==> src/rtl/alu_pkg.sv <==
// Shared types and encodings for the sequential ALU: FSM states, decoded
// operation codes, RV32 R-type funct3/funct7 constants and the decoder.
package alu_pkg;

   typedef enum logic [2:0] {
      S_IDLE,
      S_EXEC1,
      S_SHIFT,
      S_MUL,
      S_DONE
   } state_t;

   typedef enum logic [3:0] {
      OP_ADD,
      OP_SUB,
      OP_SLL,
      OP_SRL,
      OP_SRA,
      OP_SLT,
      OP_SLTU,
      OP_XOR,
      OP_OR,
      OP_AND,
      OP_MUL,
      OP_ILL
   } op_t;

   localparam logic [2:0] F3_ADD  = 3'b000;
   localparam logic [2:0] F3_SLL  = 3'b001;
   localparam logic [2:0] F3_SLT  = 3'b010;
   localparam logic [2:0] F3_SLTU = 3'b011;
   localparam logic [2:0] F3_XOR  = 3'b100;
   localparam logic [2:0] F3_SR   = 3'b101;
   localparam logic [2:0] F3_OR   = 3'b110;
   localparam logic [2:0] F3_AND  = 3'b111;

   localparam logic [6:0] F7_BASE   = 7'b0000000;
   localparam logic [6:0] F7_ALT    = 7'b0100000;
   localparam logic [6:0] F7_MULDIV = 7'b0000001;

   // Map a funct3/funct7 pair onto an operation; mul_en gates MUL legality.
   function automatic op_t decode_op(input logic [2:0] f3, input logic [6:0] f7,
                                     input logic mul_en);
      op_t op;
      op = OP_ILL;
      case (f7)
         F7_BASE: begin
            case (f3)
               F3_ADD:  op = OP_ADD;
               F3_SLL:  op = OP_SLL;
               F3_SLT:  op = OP_SLT;
               F3_SLTU: op = OP_SLTU;
               F3_XOR:  op = OP_XOR;
               F3_SR:   op = OP_SRL;
               F3_OR:   op = OP_OR;
               default: op = OP_AND;
            endcase
         end
         F7_ALT: begin
            if (f3 == F3_ADD)     op = OP_SUB;
            else if (f3 == F3_SR) op = OP_SRA;
         end
         F7_MULDIV: begin
            if ((f3 == F3_ADD) && mul_en) op = OP_MUL;
         end
         default: op = OP_ILL;
      endcase
      return op;
   endfunction

endpackage

==> src/rtl/cla_adder.sv <==
// Carry-lookahead adder: 4-bit lookahead groups, group carries ripple
// from one group to the next. WIDTH must be a multiple of 4.
module cla_adder #(
   parameter int unsigned WIDTH = 32
) (
   input  logic [WIDTH-1:0] a_i,
   input  logic [WIDTH-1:0] b_i,
   input  logic             ci_i,
   output logic [WIDTH-1:0] sum_o,
   output logic             co_o
);

   localparam int unsigned NG = WIDTH / 4;

   logic [NG-1:0][3:0] g;
   logic [NG-1:0][3:0] p;
   logic [NG-1:0][3:0] s;
   logic [NG:0]        gc;

   assign g     = a_i & b_i;
   assign p     = a_i ^ b_i;
   assign gc[0] = ci_i;

   for (genvar k = 0; k < NG; k++) begin : g_grp
      logic [3:0] c;
      logic       cin;
      assign cin  = gc[k];
      assign c[0] = cin;
      assign c[1] = g[k][0] | (p[k][0] & cin);
      assign c[2] = g[k][1] | (p[k][1] & g[k][0]) | (p[k][1] & p[k][0] & cin);
      assign c[3] = g[k][2] | (p[k][2] & g[k][1]) | (p[k][2] & p[k][1] & g[k][0])
                  | (p[k][2] & p[k][1] & p[k][0] & cin);
      assign gc[k+1] = g[k][3] | (p[k][3] & g[k][2]) | (p[k][3] & p[k][2] & g[k][1])
                     | (p[k][3] & p[k][2] & p[k][1] & g[k][0]) | ((&p[k]) & cin);
      assign s[k] = p[k] ^ c;
   end

   assign sum_o = s;
   assign co_o  = gc[NG];

endmodule

==> src/rtl/alu_seq.sv <==
// Multi-cycle RV32 R-type ALU with valid/ready handshakes on both sides.
// Shifts iterate one bit per cycle; the shift-add multiplier is compiled in
// only when ALU_SEQ_MUL_EN is defined, otherwise MUL decodes as illegal.
module alu_seq
   import alu_pkg::*;
#(
   parameter int unsigned WIDTH = 32,
   parameter int unsigned SHW   = $clog2(WIDTH)
) (
   input  logic             iClk,
   input  logic             iRstN,
   input  logic             iValid,
   output logic             oReady,
   input  logic [WIDTH-1:0] iDataA,
   input  logic [WIDTH-1:0] iDataB,
   input  logic [2:0]       iFunct3,
   input  logic [6:0]       iFunct7,
   output logic             oValid,
   input  logic             iReady,
   output logic [WIDTH-1:0] oData,
   output logic             oZero,
   output logic             oIllegal
);

`ifdef ALU_SEQ_MUL_EN
   localparam logic MUL_EN = 1'b1;
`else
   localparam logic MUL_EN = 1'b0;
`endif

   // Gate-level borrow-chain decrementer for the iteration counter.
   function automatic logic [SHW-1:0] dec_cnt(input logic [SHW-1:0] x);
      logic [SHW-1:0] r;
      logic           borrow;
      borrow = 1'b1;
      for (int unsigned i = 0; i < SHW; i++) begin
         r[i]   = x[i] ^ borrow;
         borrow = borrow & ~x[i];
      end
      return r;
   endfunction

   state_t           state_q, state_d;
   op_t              op_q, op_d, op_in;
   logic [WIDTH-1:0] a_q, a_d, b_q, b_d, sh_q, sh_d, data_q, data_d;
   logic [SHW-1:0]   cnt_q, cnt_d;
   logic             zero_q, zero_d, ill_q, ill_d;
`ifdef ALU_SEQ_MUL_EN
   logic [WIDTH-1:0] acc_q, acc_d, mplier_q, mplier_d;
   logic             last_q, last_d;
`endif

   logic [WIDTH-1:0] add_a, add_b, add_sum, exec_res, sh_step;
   logic             add_ci, add_co, ovf, slt_bit, sltu_bit, exec_ill;

   assign op_in = decode_op(iFunct3, iFunct7, MUL_EN);

   // Adder operand selection: A+B, A+~B+1 for subtract/compare, acc+mcand in MUL.
   always_comb begin
      add_a  = a_q;
      add_b  = b_q;
      add_ci = 1'b0;
      if ((op_q == OP_SUB) || (op_q == OP_SLT) || (op_q == OP_SLTU)) begin
         add_b  = ~b_q;
         add_ci = 1'b1;
      end
`ifdef ALU_SEQ_MUL_EN
      if (state_q == S_MUL) begin
         add_a  = acc_q;
         add_b  = sh_q;
         add_ci = 1'b0;
      end
`endif
   end

   cla_adder #(.WIDTH(WIDTH)) u_cla (
      .a_i   (add_a),
      .b_i   (add_b),
      .ci_i  (add_ci),
      .sum_o (add_sum),
      .co_o  (add_co)
   );

   assign ovf      = (a_q[WIDTH-1] ^ b_q[WIDTH-1]) & (a_q[WIDTH-1] ^ add_sum[WIDTH-1]);
   assign slt_bit  = add_sum[WIDTH-1] ^ ovf;
   assign sltu_bit = ~add_co;

   // Single-cycle result; shift ops only reach EXEC1 with a zero amount.
   always_comb begin
      exec_res = '0;
      exec_ill = 1'b0;
      case (op_q)
         OP_ADD, OP_SUB:        exec_res = add_sum;
         OP_SLT:                exec_res[0] = slt_bit;
         OP_SLTU:               exec_res[0] = sltu_bit;
         OP_XOR:                exec_res = a_q ^ b_q;
         OP_OR:                 exec_res = a_q | b_q;
         OP_AND:                exec_res = a_q & b_q;
         OP_SLL, OP_SRL, OP_SRA: exec_res = a_q;
         default:               exec_ill = 1'b1;
      endcase
   end

   // One-bit shift step as a pure wire permutation.
   always_comb begin
      case (op_q)
         OP_SLL:  sh_step = {sh_q[WIDTH-2:0], 1'b0};
         OP_SRA:  sh_step = {sh_q[WIDTH-1], sh_q[WIDTH-1:1]};
         default: sh_step = {1'b0, sh_q[WIDTH-1:1]};
      endcase
   end

   // Next-state, datapath and output-register update logic.
   always_comb begin
      state_d = state_q;
      op_d    = op_q;
      a_d     = a_q;
      b_d     = b_q;
      sh_d    = sh_q;
      cnt_d   = cnt_q;
      data_d  = data_q;
      zero_d  = zero_q;
      ill_d   = ill_q;
`ifdef ALU_SEQ_MUL_EN
      acc_d    = acc_q;
      mplier_d = mplier_q;
      last_d   = last_q;
`endif
      case (state_q)
         S_IDLE: begin
            if (iValid) begin
               op_d    = op_in;
               a_d     = iDataA;
               b_d     = iDataB;
               sh_d    = iDataA;
               cnt_d   = '0;
               state_d = S_EXEC1;
               case (op_in)
                  OP_SLL, OP_SRL, OP_SRA: begin
                     if (iDataB[SHW-1:0] != '0) begin
                        state_d = S_SHIFT;
                        cnt_d   = iDataB[SHW-1:0];
                     end
                  end
`ifdef ALU_SEQ_MUL_EN
                  OP_MUL: begin
                     state_d  = S_MUL;
                     cnt_d    = '1;
                     acc_d    = '0;
                     mplier_d = iDataB;
                     last_d   = 1'b0;
                  end
`endif
                  default: ;
               endcase
            end
         end
         S_EXEC1: begin
            data_d  = exec_res;
            zero_d  = ~|exec_res;
            ill_d   = exec_ill;
            state_d = S_DONE;
         end
         S_SHIFT: begin
            if (cnt_q == '0) begin
               data_d  = sh_q;
               zero_d  = ~|sh_q;
               ill_d   = 1'b0;
               state_d = S_DONE;
            end else begin
               sh_d  = sh_step;
               cnt_d = dec_cnt(cnt_q);
            end
         end
`ifdef ALU_SEQ_MUL_EN
         // A SHW-bit counter cannot hold WIDTH, so a flag marks that the
         // final (count 0) iteration has run; the next cycle publishes acc.
         S_MUL: begin
            if (last_q) begin
               data_d  = acc_q;
               zero_d  = ~|acc_q;
               ill_d   = 1'b0;
               cnt_d   = '0;
               state_d = S_DONE;
            end else begin
               if (mplier_q[0]) acc_d = add_sum;
               mplier_d = {1'b0, mplier_q[WIDTH-1:1]};
               sh_d     = {sh_q[WIDTH-2:0], 1'b0};
               cnt_d    = dec_cnt(cnt_q);
               last_d   = (cnt_q == '0);
            end
         end
`endif
         S_DONE: begin
            if (iReady) state_d = S_IDLE;
         end
         default: state_d = S_IDLE;
      endcase
   end

   // State and datapath registers with asynchronous active-low reset.
   always_ff @(posedge iClk or negedge iRstN) begin
      if (!iRstN) begin
         state_q <= S_IDLE;
         op_q    <= OP_ADD;
         a_q     <= '0;
         b_q     <= '0;
         sh_q    <= '0;
         cnt_q   <= '0;
         data_q  <= '0;
         zero_q  <= 1'b1;
         ill_q   <= 1'b0;
`ifdef ALU_SEQ_MUL_EN
         acc_q    <= '0;
         mplier_q <= '0;
         last_q   <= 1'b0;
`endif
      end else begin
         state_q <= state_d;
         op_q    <= op_d;
         a_q     <= a_d;
         b_q     <= b_d;
         sh_q    <= sh_d;
         cnt_q   <= cnt_d;
         data_q  <= data_d;
         zero_q  <= zero_d;
         ill_q   <= ill_d;
`ifdef ALU_SEQ_MUL_EN
         acc_q    <= acc_d;
         mplier_q <= mplier_d;
         last_q   <= last_d;
`endif
      end
   end

   assign oReady   = (state_q == S_IDLE);
   assign oValid   = (state_q == S_DONE);
   assign oData    = data_q;
   assign oZero    = zero_q;
   assign oIllegal = ill_q;

endmodule

==> config.mk <==
export PLATFORM = sky130hd
export DESIGN_NAME = alu_seq
export DESIGN_NICKNAME = d
export VERILOG_FILES = /design/src/rtl/alu_pkg.sv /design/src/rtl/cla_adder.sv /design/src/rtl/alu_seq.sv
export SDC_FILE = /design/constraint.sdc
export NUM_CORES = 1
export LEC_CHECK = 0
export ABC_AREA = 1
export BUFFER_PORTS_ARGS = -buffer_cell sky130_fd_sc_hd__buf_2
export CORE_MARGIN = 4
export CORE_UTILIZATION = 57
export CTS_CLUSTER_SIZE = 40
export DETAILED_ROUTE_END_ITERATION = 12
export HOLD_SLACK_MARGIN = 0.06
export PLACE_DENSITY = 0.78
export SETUP_SLACK_MARGIN = 0.3
export SYNTH_ARGS = -nofsm -noshare
export SYNTH_HDL_FRONTEND = slang
export SYNTH_SLANG_ARGS = --single-unit
==> constraint.sdc <==
create_clock -name iClk -period 5.45 [get_ports iClk]
set_input_delay 0.545 -clock iClk [delete_from_list [all_inputs] [get_ports iClk]]
set_output_delay 0.545 -clock iClk [all_outputs]
set_load 0.05 [all_outputs]
==> results.txt <==
* Number of buffers between clock root and the deepest sink: 2
- Crit Reg-Reg Startpoint: op_q[2]$_DFFE_PN0P_
- The net count of the finished layout is approximately 1800.
* Area added between synthesis and finish: 16.9%
- Yosys warning count: 0
- Synth Instances: 1466
- Standby leakage power: 6.46 nW
* Area share of the largest cell type after synthesis: 0.336
* Clock latency on the worst-skew pair: 440 ps
- Leading area contributor after synthesis: sky130_fd_sc_hd__dfrtp_1
- Across all register-to-register paths, the minimum setup slack is around 420 ps.
- Finished layout cell area: between 10000 and 15000 um2
- CTS tree: yes
- Pwr Total: a little under 0.009 W
* Worst reg2reg path depth: between 40 and 50
- The max-slew violation total from the final report was 0.
- For this block, wires on met1 add up to ~13000 um.
* Type of element capturing the critical path: register
* Remaining global-route overflow: 0
* Fraction of final layout cells with drive strength greater than 1: 0.153
* Max Freq: between 150 and 200 MHz
- The die covers about 21000 um2.
- The first global-routing pass estimated ~50000 um of wire.
* Number of distinct library cells after synthesis: 44
- Detail Route met3 WL: ~2600 um
- The floorplan step defined a core boundary enclosing 18000 um2.
- The worst register-to-register path ends at oZero$_DFFE_PN1P_.
* Antenna violations before repair: 0
- Run status: finished clean
- Via density: a little under 6
- Slew HR: 0.416
- VDD IR-drop max: approximately 0.43 mV
- Post-route antenna net violation count: 0
- After layout, the minimum clock period comes to 5030 ps.
- Buffers inserted during clock tree synthesis total 17.
- Vias in the first global route: a little under 10000
- Share of flip-flops with an asynchronous set or reset after synthesis: 1.00
- Setup violations remaining at the end of the flow were counted as 0.
- Clock slew seen by the registers of the worst setup and hold paths: about 60 ps
- The die is roughly 140 um wide.
- 1st-iter DRT viols: a little under 800
- 0 antenna diodes ended up in the layout.
- Summing over every cut layer, the via total after detailed routing is ~11000.
- For this run, the register share of the synthesized area comes to 0.338.
- Among the stages of the critical path, the cell type that occurs most often is sky130_fd_sc_hd__nor2_1.
- For this run, design rule violations remaining after detail routing come to 0.
- Detailed routing placed a total of 15400 um of wire on met2.
* Number of violations of the max-capacitance limit: 0
* Top area cells in the synthesized netlist: sky130_fd_sc_hd__dfrtp_1 34%, sky130_fd_sc_hd__ha_1 12%, sky130_fd_sc_hd__nand2_1 11%, sky130_fd_sc_hd__o21ai_0 9.5%, sky130_fd_sc_hd__inv_1 7.4%
- Final hold violation count: 0
- Post-Synthesis Mean Instance Area: 7.16 um2
- Clock tree sinks: around 140
- The first detailed-routing pass ran for 6 iterations.
* Worst path required time: between 5000 and 6000 ps
- Dpl cells: roughly 1800
- In the finished design, the share of the clock period the worst path needs comes to 0.923.
- Of all nets on the critical path, the largest fanout is 6.
- In this run the number of H-tree levels came out at 4.
* Uppermost signal routing layer after detailed routing: met4
- The final layout contains routed wiring with a total length of 32600 um.
- For this configuration, the core starts out at a cell density of 0.583.
- Count of input and output buffers: about 110
- Die Ht: between 100 and 150 um
- The path class of the tightest hold or removal check is in -> async.
- Detailed-placement wirelength estimate: approximately 23000 um
- Among all stages on the critical path, the largest delay is contributed by sky130_fd_sc_hd__fa_2.
- Setup repair after global routing could not meet its margin everywhere.
- Fill cells in the final layout number about 1500.
- In the final routed layout, each cell accounts on average for 18.0 um.
- Entering global routing, the biggest net connects slightly above 80 pins.
* Worst clock skew: 11.6 ps
- For the worst setup path, the data arrival time is around 5400 ps.
- The root buffer cell chosen for the clock tree is sky130_fd_sc_hd__clkbuf_16.
- The finished layout holds around 1800 standard cells, fillers aside.
* Post-synth top flop: sky130_fd_sc_hd__dfrtp_1
- Number of I/O pins: about 110
- In the final timing run, aggregate negative setup slack is 0 ps.
* Netlist area before placement: 10500 um2
* P per Cell Area: 706 nW/um2
- Hold timing on the final database bottoms out at a slack of between 150 and 200 ps.
* Total number of placement rows: 49
* Number of flops mapped to enable cells by yosys: 0
- For the pin with the worst max-slew slack, the measured transition is just under 900 ps.
- Routability-driven placement finished with a final weighted congestion of around 0.96.
* Total global routing track utilization: 0.305
- Post-placement cell area: 11200 um2
- STA classifies the critical path startpoint as a register.
- In this design, the stage delay of the slowest critical-path cell is around 510 ps.
- In this run, synthesis produced a sequential element count of 142.
* Net Count, Synth: approximately 1700
- Startpoint-to-endpoint class of the critical path: reg -> reg
[cell usage after synthesis (3+ instances only)]
cell	number
sky130_fd_sc_hd__nor2_1	109
sky130_fd_sc_hd__o31ai_1	3
sky130_fd_sc_hd__clkbuf_1	52
sky130_fd_sc_hd__inv_2	5
sky130_fd_sc_hd__nand4_1	17
sky130_fd_sc_hd__o21ai_1	3
sky130_fd_sc_hd__xor2_1	31
sky130_fd_sc_hd__o211ai_1	3
sky130_fd_sc_hd__o21ai_0	200
sky130_fd_sc_hd__nand2_2	16
sky130_fd_sc_hd__a21oi_1	103
sky130_fd_sc_hd__nand2_1	319
sky130_fd_sc_hd__nor4_1	4
sky130_fd_sc_hd__buf_1	3
sky130_fd_sc_hd__a31oi_1	6
sky130_fd_sc_hd__buf_4	3
sky130_fd_sc_hd__nor3_1	5
sky130_fd_sc_hd__ha_1	99
sky130_fd_sc_hd__fa_1	7
sky130_fd_sc_hd__dfrtp_1	141
sky130_fd_sc_hd__a221oi_1	16
sky130_fd_sc_hd__nand3b_1	11
sky130_fd_sc_hd__inv_1	207
sky130_fd_sc_hd__buf_2	6
sky130_fd_sc_hd__o22ai_1	3
sky130_fd_sc_hd__nand3_1	76
[metrics by stage]
step            util  setup slack (ps)
2_1_floorplan      -               940
5_1_grt        0.681               125
4_1_cts        0.657               345
3_5_place_dp   0.624               401
3_3_place_gp   0.624               688
6_report       0.681               419
[area by class of cell]
| type | count | area (um2) | area share |
|---|---|---|---|
| Timing Repair Buffer | 152 | 906 | 0.0738 |
| Clock inverter | 13 | 165 | 0.0135 |
| Multi-Input combinational cell | 1048 | 6130 | 0.499 |
| Inverter | 213 | 801 | 0.0652 |
| Clock buffer | 18 | 429 | 0.0350 |
| Tap cell | 229 | 287 | 0.0233 |
| Sequential cell | 142 | 3560 | 0.290 |
[metal layers]
metal,vias to the layer above,track usage
met2,525,0.502
met4,0,0.149
li1,4982,-
met1,4961,0.394
met5,-,0
met3,111,0.0476
[worst max-delay path, delay by kind of cell (launching register included)]
| family | cells | cell delay (ps) |
|---|---|---|
| DFF | 1 | 450 |
| adders and majority gates | 2 | 780 |
| AOI/OAI and AO/OA | 1 | 160 |
| and+or+nand+nor | 35 | 3070 |
| xor gates and xnor gates | 1 | 160 |
| buffers and inverters | 4 | 330 |
[where the power goes]
group          switching [W]  internal, W
clock               0.000496     0.000721
combinational        0.00358      0.00188
sequential          0.000472      0.00153
total                0.00455      0.00413
[timing repair]
item                                    in CTS  in global routing
setup buffers                                0                 20
endpoints found under the setup margin       0                  1
resized for setup                            0                 48
endpoints found under the hold margin        0                  0
hold buffers                                 0                  0
[state kept, by name, summed over array words and instances, names as in the netlist]
signal	cells
oZero	1
a_q	32
b_q	32
state_q	3
oIllegal	1
sh_q	32
cnt_q	5
oData	32
op_q	4
[placed cells by master (no fill, tap or decap), drive strengths merged, types with 7 or more instances in the layout]
cell type	n
fa	7
buf	151
a221oi	16
clkbuf	19
nand2	337
ha	99
nand3b	11
clkinv	7
xor2	31
a21oi	104
nand3	76
nand4	17
dfrtp	141
inv	215
nor2	111
o21ai	203
[worst max-delay path by stage]
stage | endpoint | slack [ps] | start
final | oZero$_DFFE_PN1P_ | 420 | op_q[2]$_DFFE_PN0P_
after CTS | oZero$_DFFE_PN1P_ | 350 | op_q[2]$_DFFE_PN0P_
after global placement | oZero$_DFFE_PN1P_ | 690 | op_q[2]$_DFFE_PN0P_
after floorplan | oZero$_DFFE_PN1P_ | 940 | op_q[2]$_DFFE_PN0P_
after detailed placement | oZero$_DFFE_PN1P_ | 400 | op_q[2]$_DFFE_PN0P_
after global routing | oZero$_DFFE_PN1P_ | 120 | op_q[2]$_DFFE_PN0P_
[cells by family (layout without fill, tap and decap cells)]
| family | after synthesis | in the layout | synth area share |
|---|---|---|---|
| XOR/XNOR | 32 | 32 | 0.0267 |
| AND/OR/NAND/NOR | 561 | 562 | 0.225 |
| flip-flops | 142 | 142 | 0.338 |
| AO/OA/AOI/OAI | 348 | 348 | 0.178 |
| buffers and inverters | 277 | 396 | 0.101 |
| adder cells (fa/ha/maj) | 106 | 106 | 0.131 |
(Power assumes the default switching activity.)
